===== config.mk =====
export PLATFORM = sky130hd
export DESIGN_NAME = regfile_access_unit
export DESIGN_NICKNAME = d
export VERILOG_FILES = /design/src/rtl/regfile_access_unit.sv
export SDC_FILE = /design/constraint.sdc
export NUM_CORES = 1
export LEC_CHECK = 0
export CORE_ASPECT_RATIO = 1.5
export CORE_UTILIZATION = 51
export CTS_BUF_LIST = sky130_fd_sc_hd__clkbuf_4 sky130_fd_sc_hd__clkbuf_8
export CTS_CLUSTER_SIZE = 12
export DETAILED_ROUTE_END_ITERATION = 16
export PLACE_DENSITY_LB_ADDON = 0.3
export SLEW_MARGIN = 20
export SYNTH_ARGS = -nofsm -noshare
export SYNTH_HDL_FRONTEND = slang
export SYNTH_SLANG_ARGS = --single-unit

===== constraint.sdc =====
create_clock -name Clk -period 5.95 [get_ports Clk]
set_clock_uncertainty 0.05 [all_clocks]
set_input_delay 1.19 -clock Clk [delete_from_list [all_inputs] [get_ports Clk]]
set_output_delay 1.19 -clock Clk [all_outputs]
set_load 0.05 [all_outputs]

===== src/rtl/regfile_access_unit.sv =====
// regfile_access_unit: initiator for a 32x32 register file. Fetches two
// operands per request through a fixed four-state sequence, queues
// writebacks in a small FIFO drained to the write port, and bypasses
// queued or in-flight writebacks so that fetched operands see
// program-order register values.
module regfile_access_unit #(
  parameter int DATA_WIDTH = 32,
  parameter int ADDR_WIDTH = 5,
  parameter int WB_DEPTH   = 2
) (
  input  logic                  Clk,
  input  logic                  Reset,
  input  logic                  InValid,
  output logic                  InReady,
  input  logic [ADDR_WIDTH-1:0] InRs,
  input  logic [ADDR_WIDTH-1:0] InRt,
  input  logic [ADDR_WIDTH-1:0] InRd,
  output logic                  OutValid,
  input  logic                  OutReady,
  output logic [DATA_WIDTH-1:0] Op1,
  output logic [DATA_WIDTH-1:0] Op2,
  output logic [ADDR_WIDTH-1:0] OutRd,
  input  logic                  WbValid,
  output logic                  WbReady,
  input  logic [ADDR_WIDTH-1:0] WbReg,
  input  logic [DATA_WIDTH-1:0] WbData,
  input  logic                  Freeze,
  output logic [ADDR_WIDTH-1:0] ReadRegister1,
  output logic [ADDR_WIDTH-1:0] ReadRegister2,
  input  logic [DATA_WIDTH-1:0] ReadData1,
  input  logic [DATA_WIDTH-1:0] ReadData2,
  output logic [ADDR_WIDTH-1:0] WriteRegister,
  output logic [DATA_WIDTH-1:0] WriteData,
  output logic                  RegWrite
);

  localparam int PTR_W = $clog2(WB_DEPTH);
  localparam int CNT_W = PTR_W + 1;

  typedef enum logic [1:0] {
    S_IDLE    = 2'd0,
    S_ISSUE   = 2'd1,
    S_CAPTURE = 2'd2,
    S_RESP    = 2'd3
  } state_t;

  state_t                  state_q, state_d;
  logic [ADDR_WIDTH-1:0]   rr1_q, rr1_d, rr2_q, rr2_d, out_rd_q, out_rd_d;
  logic [DATA_WIDTH-1:0]   op1_q, op1_d, op2_q, op2_d;
  logic                    out_valid_q, out_valid_d;

  logic [ADDR_WIDTH-1:0]   q_reg_q  [WB_DEPTH];
  logic [ADDR_WIDTH-1:0]   q_reg_d  [WB_DEPTH];
  logic [DATA_WIDTH-1:0]   q_data_q [WB_DEPTH];
  logic [DATA_WIDTH-1:0]   q_data_d [WB_DEPTH];
  logic [PTR_W-1:0]        wr_ptr_q, wr_ptr_d, rd_ptr_q, rd_ptr_d;
  logic [CNT_W-1:0]        count_q, count_d;

  logic                    full_s, empty_s, wb_accept_s, wb_push_s, wb_pop_s;
  logic [DATA_WIDTH-1:0]   byp1_s, byp2_s;

  // Queue status and head-of-queue drain onto the register file write port.
  always_comb begin
    full_s        = (count_q == CNT_W'(WB_DEPTH));
    empty_s       = (count_q == {CNT_W{1'b0}});
    wb_accept_s   = WbValid & ~full_s;
    // Index-0 writebacks are acknowledged but never stored.
    wb_push_s     = wb_accept_s & (WbReg != {ADDR_WIDTH{1'b0}});
    wb_pop_s      = ~empty_s & ~Freeze;
    WbReady       = ~full_s;
    RegWrite      = wb_pop_s;
    WriteRegister = q_reg_q[rd_ptr_q];
    WriteData     = q_data_q[rd_ptr_q];
  end

  // Queue next-state: store on push, advance pointers, track occupancy.
  always_comb begin
    q_reg_d  = q_reg_q;
    q_data_d = q_data_q;
    wr_ptr_d = wr_ptr_q;
    rd_ptr_d = rd_ptr_q;
    count_d  = count_q;
    if (wb_push_s) begin
      q_reg_d[wr_ptr_q]  = WbReg;
      q_data_d[wr_ptr_q] = WbData;
      wr_ptr_d           = wr_ptr_q + {{(PTR_W-1){1'b0}}, 1'b1};
    end else begin
      wr_ptr_d = wr_ptr_q;
    end
    if (wb_pop_s) begin
      rd_ptr_d = rd_ptr_q + {{(PTR_W-1){1'b0}}, 1'b1};
    end else begin
      rd_ptr_d = rd_ptr_q;
    end
    case ({wb_push_s, wb_pop_s})
      2'b10:   count_d = count_q + {{(CNT_W-1){1'b0}}, 1'b1};
      2'b01:   count_d = count_q - {{(CNT_W-1){1'b0}}, 1'b1};
      default: count_d = count_q;
    endcase
  end

  // Operand bypass: incoming writeback, then youngest queued entry, then file data.
  always_comb begin
    byp1_s = ReadData1;
    byp2_s = ReadData2;
    // Walk oldest to youngest so the youngest match wins.
    for (int i = 0; i < WB_DEPTH; i++) begin
      byp1_s = ((CNT_W'(i) < count_q) && (q_reg_q[rd_ptr_q + PTR_W'(i)] == rr1_q))
               ? q_data_q[rd_ptr_q + PTR_W'(i)] : byp1_s;
      byp2_s = ((CNT_W'(i) < count_q) && (q_reg_q[rd_ptr_q + PTR_W'(i)] == rr2_q))
               ? q_data_q[rd_ptr_q + PTR_W'(i)] : byp2_s;
    end
    byp1_s = (wb_push_s && (WbReg == rr1_q)) ? WbData : byp1_s;
    byp2_s = (wb_push_s && (WbReg == rr2_q)) ? WbData : byp2_s;
    byp1_s = (rr1_q == {ADDR_WIDTH{1'b0}}) ? {DATA_WIDTH{1'b0}} : byp1_s;
    byp2_s = (rr2_q == {ADDR_WIDTH{1'b0}}) ? {DATA_WIDTH{1'b0}} : byp2_s;
  end

  // Fetch FSM next-state: latch addresses, wait out the read, capture, hand off.
  always_comb begin
    state_d     = state_q;
    rr1_d       = rr1_q;
    rr2_d       = rr2_q;
    out_rd_d    = out_rd_q;
    op1_d       = op1_q;
    op2_d       = op2_q;
    out_valid_d = out_valid_q;
    case (state_q)
      S_IDLE: begin
        if (InValid) begin
          rr1_d    = InRs;
          rr2_d    = InRt;
          out_rd_d = InRd;
          state_d  = S_ISSUE;
        end else begin
          state_d  = S_IDLE;
        end
      end
      S_ISSUE: begin
        state_d = S_CAPTURE;
      end
      S_CAPTURE: begin
        op1_d       = byp1_s;
        op2_d       = byp2_s;
        out_valid_d = 1'b1;
        state_d     = S_RESP;
      end
      S_RESP: begin
        if (OutReady) begin
          out_valid_d = 1'b0;
          state_d     = S_IDLE;
        end else begin
          state_d     = S_RESP;
        end
      end
      default: begin
        out_valid_d = 1'b0;
        state_d     = S_IDLE;
      end
    endcase
  end

  // State and datapath registers with asynchronous reset.
  always_ff @(posedge Clk or posedge Reset) begin
    if (Reset) begin
      state_q     <= S_IDLE;
      rr1_q       <= {ADDR_WIDTH{1'b0}};
      rr2_q       <= {ADDR_WIDTH{1'b0}};
      out_rd_q    <= {ADDR_WIDTH{1'b0}};
      op1_q       <= {DATA_WIDTH{1'b0}};
      op2_q       <= {DATA_WIDTH{1'b0}};
      out_valid_q <= 1'b0;
      wr_ptr_q    <= {PTR_W{1'b0}};
      rd_ptr_q    <= {PTR_W{1'b0}};
      count_q     <= {CNT_W{1'b0}};
      for (int i = 0; i < WB_DEPTH; i++) begin
        q_reg_q[i]  <= {ADDR_WIDTH{1'b0}};
        q_data_q[i] <= {DATA_WIDTH{1'b0}};
      end
    end else begin
      state_q     <= state_d;
      rr1_q       <= rr1_d;
      rr2_q       <= rr2_d;
      out_rd_q    <= out_rd_d;
      op1_q       <= op1_d;
      op2_q       <= op2_d;
      out_valid_q <= out_valid_d;
      wr_ptr_q    <= wr_ptr_d;
      rd_ptr_q    <= rd_ptr_d;
      count_q     <= count_d;
      for (int i = 0; i < WB_DEPTH; i++) begin
        q_reg_q[i]  <= q_reg_d[i];
        q_data_q[i] <= q_data_d[i];
      end
    end
  end

  // Port views of the registered state.
  always_comb begin
    InReady       = (state_q == S_IDLE);
    OutValid      = out_valid_q;
    Op1           = op1_q;
    Op2           = op2_q;
    OutRd         = out_rd_q;
    ReadRegister1 = rr1_q;
    ReadRegister2 = rr2_q;
  end

endmodule


Yosys cells after proc, flatten, opt, wreduce, memory -nomap -nowiden
Cells that the tools add are included.

$lt $le $gt $ge: 6. $add $sub $neg: 4. Reductions and logical operators: 16. Bitwise logic cells: 9. Equal/unequal tests: 13. Muxes and demuxes: 32.

Operators by type and width (number): 32-bit 2-to-1 mux (15); 64-bit bitwise mux (1); 5-bit 2-to-1 mux (7); 32-bit demux with 1-bit select (1); 5-bit equality test (6); 10-bit bitwise mux (1); 5-bit logical NOT (2); 2-bit equality test (second input constant) (4); 2-bit case mux with 4 select lines (1); 1-bit logical AND (7); 2-bit >= comparator (second input constant) (3); 1-bit NOT with 2-bit output (3); 5-bit demux with 1-bit select (1); 5-bit nonzero test (1); 2-bit by 1-bit equality test with 1-bit output (second input constant) (2); 2-bit logical NOT (2); 1-bit by 2-bit less-than comparator with 1-bit output (first input constant) (2); 2-bit case mux with 2 select lines (1); 2-bit AND reduction (2); 2-bit nonzero test (2); 1-bit AND (3); 1-bit NOT (3); 1-bit adder (second input constant) (2); 2-bit by 1-bit adder with 2-bit output (second input constant) (1); 6 further kinds (7).

Register bits after elaboration: 160. Output and inout port bits: 120. Input bits: 122.

Logic depth before layout (Yosys ltp)
Depth in word-level cells: 10. Depth in mapped cells: 9.

Worst setup path after synthesis
OpenSTA, ideal clock, no wires.

Kind: input port to output port. Start point: in Freeze. End point: out RegWrite. Stages: 1. Data required time: 4710 ps. Path slack: 2783 ps. Buffers on the path: 0. Data arrival time: 1927 ps. Cells stage by stage: nor2_1.

Longest elaborated chain between the ends: 2.

RTL lines: start, declared (line 27) `input logic Freeze,`; 1-bit NOT (line 69) `wb_pop_s = ~empty_s & ~Freeze;`; 1-bit AND (line 69); end, declared (line 34) `output logic RegWrite`.

Every way passes these cells.

Worst setup path in the final report
Start point: reg rd_ptr_q. End point: out WriteRegister[0].

Longest elaborated chain between the ends: 4.

RTL lines: start, declared (line 56) `logic [PTR_W-1:0] wr_ptr_q, wr_ptr_d, rd_ptr_q, rd_ptr_d;`; start signal, assigned (line 174) `rd_ptr_q <= {PTR_W{1'b0}};`; start signal, assigned (line 189) `rd_ptr_q <= rd_ptr_d;`; 1-bit NOT with 2-bit output (implied by the code) (line 72) `WriteRegister = q_reg_q[rd_ptr_q];`; 5-bit 2-to-1 mux (implied by the code) (3 in a row) (line 72); end, declared (line 32) `output logic [ADDR_WIDTH-1:0] WriteRegister,`.

Every way passes these cells. The select of a mux whose other input is x is not followed.

==> run metrics <==
most frequent cells after synthesis dfrtp_1, mux2_2, nand2_1; relative slew slack 27.3%; filler instances approximately 1,400; GPL Wtd Cong 0.830; Clk Latency, worst-skew pair around 470 ps; synthesized flop and latch total 160; Post-Route Utilization 68.7%; Core Box Area around 18,000 sq um; WL/cell 22.5 microns; Slowest Stage Delay on Critical Path 1140 ps; Die Span X 114 microns; cts repair resizes 0; Crit path arrival time between 2000 and 3000 ps; crit path launch type flip-flop; Pwr Total 8.72 mW; RSZ-0062 raised after global routing no; DR vias 9,099; Remaining Overflow, GRT 0; hold depth 2; number of global-route vias before repair between 9,000 and 10,000; IO Count ~240; CP required 4710 ps; Net Switching 4.56 mW; Seq/Total Area, Yosys 42.1%; die footprint 19,200 sq um; Setup Crit Path Kind flip-flop to output port; DP Wirelength 20,200 microns; Synth Instances 956; Synth cell types 31; Reg2Reg Depth 8; Critical R2R Capture Op1[30]$_DFFE_PP0P_; Detail Route Antenna Nets 0; pre-CTS setup slack 1840 ps; Main synth FF type dfrtp_1; power per cell area 702 nW/um^2; Synth area leaders dfrtp_1, mux2_2, a221oi_1; initial antenna violation count 1; Total Neg Setup Slack 0 ps; H-tree depth 4; Synth-to-Final Area Change 30.5%; result of the run completed; final WL 31,400 microns; Post-synth EDFFs 0; largest net degree at the start of global routing roughly 100; total CTS buffers 17; total clock sinks 160; Flop pwr share 24.8%; Initial DRT Pass Iterations 6; switching share of power about 52%; mean area per synthesized cell 9.96 sq um; Hold Startpoint OutValid$_DFFE_PP0P_; Max-Cap Viols 0; postcts setup bufs 0; Peak VDD IR 0.000608 V; Pint 4.16 mW; most numerous cell in the Yosys netlist dfrtp_1; Core Rows 60; Synth area leader dfrtp_1; combinational share of power 66.2%; crit end category output port; fraction of layout cells with a size suffix above 1 19.2%; n_diodes 0; DR iter-0 viols 954; Initial Util between 50% and 60%; Root Driver clkbuf_8; first-pass GRT wire length ~49,000 microns; DRC Markers 0; fin crit period 4210 ps; r2r setup slk about 1800 ps; hold_buf cts 0; final hold vios 0; final setup vio count 0; final setup margin around 1700 ps; Max Freq around 240 MHz; Die Height around 170 microns; Slew Viols, Final 0; Worst-Margin Slew 1090 ps; Tot GR Track Use 33.1%; Min-Delay Path Class flip-flop to flip-flop; Post-synth ARST share 100%; share of power burned in the clock network 9.0%; final period utilization 70.8%; syn nets between 1,000 and 1,500; clk buf depth 2; Synth top area share between 40% and 50%; Via-to-Cell Ratio approximately 6.5; Worst setup startpoint rd_ptr_q$_DFFE_PP0P_; fin nets ~1,300; start of the worst register-to-register path rd_ptr_q$_DFFE_PP0P_; CP cell instances mux2i_1 -> inv_1 -> clkdlybuf4s50_1; Worst-path clk slew approximately 80 ps; Critical Path Fanout Max 75; Static Leak 4.76 nW; Min-Delay Endpoint OutValid$_DFFE_PP0P_; synth warn 0; Min Hold Slack 444 ps; CTS tree yes; port buffer count 241; Max stage delay cell, worst path dfrtp_4; cell area after synthesis roughly 9500 sq um
worst max-delay path, delay by kind of cell, from the launching register on:
kind     cells  cell delay, ps
buf+inv      2             840
flops        1            1140
mux          1             510
layout by cell type (no fill, tap or decap), drive strengths merged, types with 4 or more instances in the layout:
| master | netlist | final |
|---|---|---|
| a221oi | 64 | 64 |
| a22oi | 64 | 64 |
| buf | 24 | 15 |
| clkbuf | 71 | 22 |
| clkdlybuf4s50 | 0 | 241 |
| clkinv | 0 | 5 |
| dfrtp | 160 | 160 |
| ha | 4 | 4 |
| inv | 10 | 10 |
| mux2 | 153 | 153 |
| mux2i | 10 | 10 |
| nand2 | 133 | 133 |
| nand3 | 5 | 5 |
| nor2 | 9 | 9 |
| nor3 | 67 | 67 |
| nor4 | 6 | 6 |
| o211ai | 64 | 64 |
| o21ai | 65 | 65 |
| xnor2 | 27 | 27 |
| xor2 | 7 | 7 |
how the worst max path moves through the flow:
stage / endpoint / slack (ps) / cells after the start
after detailed placement: Op1[11]$_DFFE_PP0P_ / 1840 / 8
after global routing: Op1[30]$_DFFE_PP0P_ / 1570 / 8
final: WriteRegister[0] / 1740 / 3
after global placement: Op2[11]$_DFFE_PP0P_ / 1940 / 8
after CTS: WriteRegister[0] / 1740 / 3
after floorplan: Op1[0]$_DFFE_PP0P_ / 390 / 1
final cells by class:
type / count / area [sq um] / area share, %
multi-input cells: 691 / 5170 / 41.6
flip-flops and latches: 160 / 4010 / 32.3
repair buffers: 256 / 2520 / 20.3
well taps: 248 / 310 / 2.50
clock buffers: 22 / 272 / 2.19
clock inverters: 8 / 92.6 / 0.745
inverters: 10 / 42.5 / 0.342
kinds of logic after synthesis:
| group | count (synthesis) | share of synthesized area [%] |
|---|---|---|
| AOI/OAI and AO/OA | 260 | 19.6 |
| buffers and inverters | 105 | 4.51 |
| DFF | 160 | 42.1 |
| adders and majority gates | 4 | 0.526 |
| and+or+nand+nor | 230 | 11.0 |
| xor gates and xnor gates | 34 | 3.13 |
| muxes | 163 | 19.2 |
layer usage:
| metal | GRT usage [%] | wire [microns] | vias up |
|---|---|---|---|
| met2 | 55.9 | 15600 | 584 |
| met4 | 19.7 | 1420 | 0 |
| met3 | 6.71 | 2560 | 134 |
| met5 | 0 | 0 | - |
| met1 | 38.7 | 11800 | 4418 |
| li1 | - | - | 3963 |
power by group through the flow:
stage	Combinational, mW	Sequential [mW]	Clock [mW]
6_report	5.78	2.16	0.785
5_1_grt	6.09	2.22	0.832
4_1_cts	5.73	2.14	0.793
3_5_place_dp	5.70	2.16	0
3_3_place_gp	5.61	2.12	0
2_1_floorplan	3.51	2.61	0
metrics by stage:
stage	cells	instance area [sq um]
floorplan	956	9520
global placement	1365	12100
detailed placement	1365	12100
CTS	1395	12400
global route	1395	12400
finish	1395	12400
state kept, by name, summed over array words and instances, names as in the netlist:
register       count
Op1               32
OutValid           1
q_reg_q           10
state_q            2
wr_ptr_q           1
rd_ptr_q           1
Op2               32
q_data_q          64
count_q            2
ReadRegister1      5
OutRd              5
ReadRegister2      5
(Power assumes the default switching activity.)
